===== src/rtl/alu_cmd_sequencer.sv =====
`default_nettype none
// ============================================================================
// Module   : alu_cmd_sequencer
// Brief    : Queues ALU commands in a FIFO and drives one at a time into a
//            1-cycle registered ALU, returning each result on a valid/ready port.
// Revision : 1.0 - initial release
// ============================================================================
module alu_cmd_sequencer #(
    parameter int WIDTH   = 8,
    parameter int DEPTH   = 4,
    parameter int COUNT_W = 16
) (
    input  logic               clk_i,
    input  logic               rst_i,
    input  logic               cmd_valid_i,
    output logic               cmd_ready_o,
    input  logic [WIDTH-1:0]   cmd_first_i,
    input  logic [WIDTH-1:0]   cmd_second_i,
    input  logic [2:0]         cmd_opcode_i,
    output logic [WIDTH-1:0]   alu_first_o,
    output logic [WIDTH-1:0]   alu_second_o,
    output logic [2:0]         alu_opcode_o,
    input  logic [WIDTH-1:0]   alu_result_i,
    output logic               rsp_valid_o,
    input  logic               rsp_ready_i,
    output logic [WIDTH-1:0]   rsp_result_o,
    output logic [2:0]         rsp_opcode_o,
    output logic [COUNT_W-1:0] done_cnt_o
);

    localparam int c_ptr_w   = (DEPTH > 1) ? $clog2(DEPTH) : 1;
    localparam int c_entry_w = 2 * WIDTH + 3;

    typedef enum logic [1:0] {
        S_IDLE  = 2'd0,
        S_ISSUE = 2'd1,
        S_CAPT  = 2'd2,
        S_RESP  = 2'd3
    } state_t;

    state_t               r_state;
    logic [c_entry_w-1:0] r_mem [DEPTH];
    logic [c_ptr_w-1:0]   r_wr_ptr;
    logic [c_ptr_w-1:0]   r_rd_ptr;
    logic [c_ptr_w:0]     r_count;

    logic                 w_full;
    logic                 w_empty;
    logic                 w_push;
    logic                 w_pop;
    logic [c_entry_w-1:0] w_head;

    assign w_full      = (r_count == (c_ptr_w + 1)'(DEPTH));
    assign w_empty     = (r_count == '0);
    assign cmd_ready_o = !w_full;
    assign w_push      = cmd_valid_i && !w_full;
    // The FSM pulls the next command either from IDLE or on the hand-off edge in RESP.
    assign w_pop       = !w_empty &&
                         ((r_state == S_IDLE) || ((r_state == S_RESP) && rsp_ready_i));
    assign w_head      = r_mem[r_rd_ptr];

    always_ff @(posedge clk_i) begin
        if (w_push) begin
            r_mem[r_wr_ptr] <= {cmd_first_i, cmd_second_i, cmd_opcode_i};
        end
    end

    always_ff @(posedge clk_i or posedge rst_i) begin
        if (rst_i) begin
            r_wr_ptr <= '0;
            r_rd_ptr <= '0;
            r_count  <= '0;
        end else begin
            if (w_push) begin
                r_wr_ptr <= r_wr_ptr + c_ptr_w'(1);
            end
            if (w_pop) begin
                r_rd_ptr <= r_rd_ptr + c_ptr_w'(1);
            end
            case ({w_push, w_pop})
                2'b10:   r_count <= r_count + (c_ptr_w + 1)'(1);
                2'b01:   r_count <= r_count - (c_ptr_w + 1)'(1);
                default: r_count <= r_count;
            endcase
        end
    end

    always_ff @(posedge clk_i or posedge rst_i) begin
        if (rst_i) begin
            r_state      <= S_IDLE;
            alu_first_o  <= '0;
            alu_second_o <= '0;
            alu_opcode_o <= '0;
            rsp_valid_o  <= 1'b0;
            rsp_result_o <= '0;
            rsp_opcode_o <= '0;
            done_cnt_o   <= '0;
        end else begin
            case (r_state)
                S_IDLE: begin
                    if (w_pop) begin
                        {alu_first_o, alu_second_o, alu_opcode_o} <= w_head;
                        r_state <= S_ISSUE;
                    end
                end
                S_ISSUE: begin
                    r_state <= S_CAPT;
                end
                S_CAPT: begin
                    rsp_result_o <= alu_result_i;
                    rsp_opcode_o <= alu_opcode_o;
                    rsp_valid_o  <= 1'b1;
                    r_state      <= S_RESP;
                end
                S_RESP: begin
                    if (rsp_ready_i) begin
                        done_cnt_o  <= done_cnt_o + COUNT_W'(1);
                        rsp_valid_o <= 1'b0;
                        if (w_pop) begin
                            {alu_first_o, alu_second_o, alu_opcode_o} <= w_head;
                            r_state <= S_ISSUE;
                        end else begin
                            r_state <= S_IDLE;
                        end
                    end
                end
                default: r_state <= S_IDLE;
            endcase
        end
    end

endmodule
`default_nettype wire


===== config.mk =====
export PLATFORM = sky130hd
export DESIGN_NAME = alu_cmd_sequencer
export DESIGN_NICKNAME = d
export VERILOG_FILES = /design/src/rtl/alu_cmd_sequencer.sv
export SDC_FILE = /design/constraint.sdc
export NUM_CORES = 1
export LEC_CHECK = 0
export ABC_AREA = 1
export CORE_MARGIN = 2
export CORE_UTILIZATION = 54
export CTS_CLUSTER_DIAMETER = 150
export DETAILED_ROUTE_END_ITERATION = 10
export GPL_ROUTABILITY_DRIVEN = 0
export HOLD_SLACK_MARGIN = 0.08
export MAX_ROUTING_LAYER = met4
export PLACE_DENSITY = 0.85
export RECOVER_POWER = 25
export SLEW_MARGIN = 20
export SYNTH_ARGS = -nofsm -noshare
export SYNTH_HDL_FRONTEND = slang
export SYNTH_SLANG_ARGS = --single-unit
export TNS_END_PERCENT = 30

===== constraint.sdc =====
create_clock -name clk_i -period 2.37 [get_ports clk_i]
set_input_delay 0.237 -clock clk_i [delete_from_list [all_inputs] [get_ports clk_i]]
set_output_delay 0.237 -clock clk_i [all_outputs]
set_load 0.05 [all_outputs]

Word-level counts from Yosys, hierarchy flattened --
Memories as Yosys holds them, arrays and structs flattened. Cells that the tools add are included. W data, S select, Z words.
Cells by class: reduce and logical (&&, ||, !) cells 15, multiplexer cells 18, add/subtract/negate cells 5, equal/unequal tests 8
Operators by type and width (number):
- $mux W8 | 4
- $pmux W8 S2 | 2
- $add A16 B1 Y16 const B | 1
- $pmux W3 S2 | 2
- $pmux W2 S4 | 1
- $reduce_and A2 Y1 | 4
- $eq A2 B2 Y1 const B | 3
- $mux W3 | 2
- $reduce_bool A2 Y1 | 3
- $add A2 B1 Y2 const B | 2
- $eq A2 B1 Y1 const B | 2
- $mux W1 | 4
- $mux W2 | 2
- $ne A2 B2 Y1 const B | 2
- $add A3 B1 Y3 const B | 1
- $eq A3 B3 Y1 const B | 1
- $logic_and A1 B1 Y1 | 3
- $logic_not A3 Y1 | 1
- $sub A3 B1 Y3 const B | 1
- $logic_not A1 Y1 | 2
- $logic_not A2 Y1 | 1
- $pmux W1 S2 | 1
- $logic_or A1 B1 Y1 | 1
Storage, ports and cells: output and inout bits 48, flip-flop bits (word level) 56, RAM bits 76, memories 1
Memory list:
- r_mem | words 4, bits a word 19, rd ports 1, clocked after Yosys merged registers in 0, write ports 1, line 42 | logic [c_entry_w-1:0] r_mem [DEPTH];

Depth between registers and ports, before layout --
depth after elaboration 7, mapped depth 11, gate-level depth less buffers 11

Least setup slack after synthesis --
OpenSTA, ideal clock, no wires.
path type register -> register, start reg r_count[0], end reg r_count[2], data arrival time 2208 ps, setup time 131 ps, cell stages (with the launch flop) 10, period minus slack after synthesis 2339 ps, buffers on the path 0, path slack 31 ps, cell sequence dfrtp_1 -> inv_1 -> nand3_1 -> nand2_2 -> ha_1 -> inv_1 -> fa_1 -> a21oi_1 -> o21ai_0 -> xor2_1
On the way: longest elaborated chain between the ends 5, elaborated cells between the ends (all ways) 12
RTL lines:
- start, declared | line 45 | logic [c_ptr_w:0] r_count;
- start signal, assigned | line 81 | 2'b10: r_count <= r_count + (c_ptr_w + 1)'(1);
- start signal, assigned | line 82 | 2'b01: r_count <= r_count - (c_ptr_w + 1)'(1);
- start signal, assigned | line 83 | default: r_count <= r_count;
- $eq A3 B3 Y1 (*) | line 53 | assign w_full = (r_count == (c_ptr_w + 1)'(DEPTH));
- $logic_not A1 Y1 (*)
- named net cmd_ready_o | line 16 | output logic cmd_ready_o,
- $logic_and A1 B1 Y1 (*) | line 56 | assign w_push = cmd_valid_i && !w_full;
- $eq A2 B1 Y1 or $eq A2 B2 Y1 (tied branches) | line 80 | case ({w_push, w_pop})
- $pmux W3 S2 or $reduce_bool A2 Y1 (tied branches)
Mark *: on every way through the listed nets, which the timed path passes. The rest lies on a longest branch. A chain may end at the register's enable or synchronous reset.

Worst setup path in the final report --
start reg r_state[1], end reg r_count[2]
On the way: longest elaborated chain between the ends 6, elaborated cells between the ends (all ways) 9
RTL lines:
- start, declared | line 41 | state_t r_state;
- start signal, assigned | line 90 | r_state <= S_IDLE;
- start signal, assigned | line 103 | r_state <= S_ISSUE;
- start signal, assigned | line 107 | r_state <= S_CAPT;
- $eq A2 B2 Y1 | line 59 | ((r_state == S_IDLE) || ((r_state == S_RESP) && rsp_ready_i));
- $logic_and A1 B1 Y1 | line 59
- $logic_or A1 B1 Y1 (*) | line 59
- $logic_and A1 B1 Y1 (*) | line 58 | assign w_pop = !w_empty &&
- named net w_pop | line 50 | logic w_pop;
- $eq A2 B1 Y1 or $eq A2 B2 Y1 (tied branches) | line 80
- $pmux W3 S2 or $reduce_bool A2 Y1 (tied branches)
Marked as above.

==> reports/metrics.csv <==
metric,value,unit
total die area,10950,µm²
compound-cell area share of the yosys netlist,0.07046,
XOR/XNOR Fraction of Synth Area,0.02082,
routed len/inst,15.48,µm
Horiz. Die Dim,104.6,µm
Startpoint Class,flip-flop,
largest family of logic cells by synthesized area,simple AND/OR/NAND/NOR gates,
post-synth top area cell,edfxtp_1,
most frequent cell after synthesis,nand2_1,
CP peak stage delay,0.40,ns
Critical Path End Type,flip-flop,
fin crit share,0.9314,
worst slew pin tran,1.431,ns
vias,3710,
Clock Latency Late Sink,0.51,ns
WL final,11.08,mm
cell area after placement,6395,µm²
I/O Buffers,78,
worst path arrival time,2.59,ns
Final Slew Violations,0,
Worst Path Max Fanout,6,
simple-gate share of the synthesized area,0.1496,
status,"finished, final reports clean",
CTS Buffer Depth,2,
Floorplan Core Area,9819,µm²
wire length of the first global-routing pass,18.39,mm
register area share after synthesis,0.6735,
Worst setup endpoint,r_count[2]$_DFFE_PP0P_,
"delay-heaviest family, CP",adder cells,
Synth Area in Adders,0.02654,
"Cell Area, Synth",5469,µm²
CTS buffer count,17,
Post-Synthesis Cells,482,
crit-path cells,ha_1 > nand2_4 > inv_2 > o21ai_2 > inv_1 > ha_1 > inv_1 > fa_1 > a21oi_1 > o21ai_0 > xor2_1,
register-to-register setup slack,0.16,ns
async set-reset flop share out of synthesis,0.4242,
share of cells above drive strength 1,0.1218,
vias per cell,5.182,
Pwr Total,10160,µW
P_leak,0.002825,µW
Final Critical Period,2.207,ns
CP bufs+invs,3,
P per Cell Area,1457,nW/µm²
clock skew,0.007767,ns
TritonRoute pass-1 iters,4,
# diodes,0,
Finished Layout Cells,716,
largest net degree at the start of global routing,57,
root buf cell,clkbuf_8,
Die Span Y,104.6,µm
clock transition at the registers of the reported paths,0.06,ns
"EDFF count, synth",76,
most frequent cells after synthesis,"91 x nand2_1, 81 x nor2_1, 76 x edfxtp_1, 56 x dfrtp_1, 46 x o21ai_0",
Final ANT Viol Nets,0,
Final Setup Violations,0,
DR iter-0 viols,199,
mux cell area share after synthesis,0.01647,
Worst Path Required,2.75,ns
antenna violations before repair,0,
worst reg-to-reg path cell count,11,
worst hold path class,input pin to flip-flop,
Synthesis Warnings,0,
syn nets,524,
setup TNS,0,ns
vias in the first global route,3837,
CTS tree,done,
Yosys top cell area share,0.4173,
Crit-path slowest cell,dfrtp_1,
post-CTS setup buffer count,0,
Top Ports,79,
unrepaired setup endpoints after global routing,no,
Rows,36,
total track usage,0.2227,
placed insts,684,
top post-synthesis cells by area,"edfxtp_1 42%, dfrtp_1 26%, nand2_1 6.2%, nor2_1 5.6%, o21ai_0 4.2%",
"Design Area, Final",6973,µm²
Starting Density,0.5570,
synthesized flop and latch total,132,
post-route DRC violation count,0,
Max Cap Viol,0,
Reg-to-Reg Start,r_state[1]$_DFFE_PP0P_,
CTS sink cnt,132,
hold buffer count at cts,0,
WP depth,11,
Rel. slew slack,0.04585,
Max VDD drop,0.7654,mV
average cell area after synthesis,11.35,µm²
endpoints failing hold,0,
H-tree depth,4,
distinct cell type count after synthesis,32,
Detail Placement HPWL,7.052,mm
critical path type,flip-flop to flip-flop,
"Remaining Overflow, GRT",0,
Area Growth Syn to Fin,27.50,%
Nets,612,
Max Fclk,453.0,MHz
ys flop type,edfxtp_1,
r2r endpoint,r_count[2]$_DFFE_PP0P_,
Crit. Startpoint,r_state[1]$_DFFE_PP0P_,
[metrics by stage]
step / setup slack, ns / utilization / hold slack [ns]
5_1_grt: 0.008716 / 0.7101 / 0.3248
2_1_floorplan: 0.03110 / - / 0.3359
6_report: 0.1626 / 0.7101 / 0.3451
4_1_cts: 0.1252 / 0.7104 / 0.2822
3_3_place_gp: 0.1811 / 0.6512 / 0.4525
3_5_place_dp: 0.07635 / 0.6512 / 0.4565
[cell families (layout without fill, tap and decap cells)]
group / count (synthesis) / in the layout
buffers and inverters: 49 / 150
AOI/OAI and AO/OA: 73 / 73
xor gates and xnor gates: 13 / 13
adders and majority gates: 11 / 11
and+or+nand+nor: 196 / 196
DFF: 132 / 132
muxes: 8 / 8
[worst reg2reg max path, cell delays in order (launching register included)]
cell     delay (ns)
dfrtp_1        0.40
ha_1           0.27
nand2_4        0.11
inv_2          0.11
o21ai_2        0.08
inv_1          0.08
ha_1           0.15
inv_1          0.07
fa_1           0.38
a21oi_1        0.17
o21ai_0        0.12
xor2_1         0.15
[state kept, by name, indices dropped and copies added (netlist names)]
register	flops
rsp_valid_o	1
rsp_opcode_o	3
r_wr_ptr	2
r_rd_ptr	2
done_cnt_o	16
alu_opcode_o	3
r_state	2
r_count	3
rsp_result_o	8
alu_second_o	8
r_mem	76
alu_first_o	8
[how the worst min path moves through the flow]
stage,end,depth (start not counted),from,slack (ns)
after floorplan,r_mem[0][0]$_DFFE_PP_,0,cmd_opcode_i[0],0.34
after global placement,r_count[0]$_DFFE_PP0P_,1,r_count[0]$_DFFE_PP0P_,0.45
after detailed placement,r_count[0]$_DFFE_PP0P_,1,r_count[0]$_DFFE_PP0P_,0.46
after CTS,rsp_result_o[4]$_DFFE_PP0P_,3,rst_i,0.28
after global routing,rsp_result_o[1]$_DFFE_PP0P_,2,alu_result_i[1],0.32
final,rsp_result_o[1]$_DFFE_PP0P_,2,alu_result_i[1],0.35
[final cells by class]
cell class,count,area (µm²)
multi-input cells,301,1563
well taps,133,166.4
clock inverters,13,158.9
inverters,33,123.9
fillers,731,2846
repair buffers,85,855.8
flip-flops and latches,132,3684
clock buffers,19,421.7
[where the power goes]
part           internal (µW)  switching, µW  total [µW]
logic                   1340           2820        4160
registers               3130            347        3470
clock network           1600            930        2530
[what timing repair did]
action,CTS,global route
setup endpoints to repair,0,1
resized for setup,0,1
endpoints found under the hold margin,0,0
[metal layers]
layer / part of all wire / vias up / track usage
li1: - / 1774 / -
met5: 0 / - / -
met1: 0.40 / 1801 / 0.2546
met3: 0.054 / 13 / 0.05490
met4: 0.013 / 0 / 0.08857
met2: 0.53 / 122 / 0.3791
[cell usage in the layout, fill, tap and decap left out, drive strengths merged, types with 9 or more instances in the layout]
master,n
ha,10
nand2,97
inv,34
dfrtp,56
edfxtp,76
nor2,86
dlygate4sd3,19
clkdlybuf4s50,59
clkbuf,20
o21ai,63
xor2,9
(Power assumes the default switching activity.)
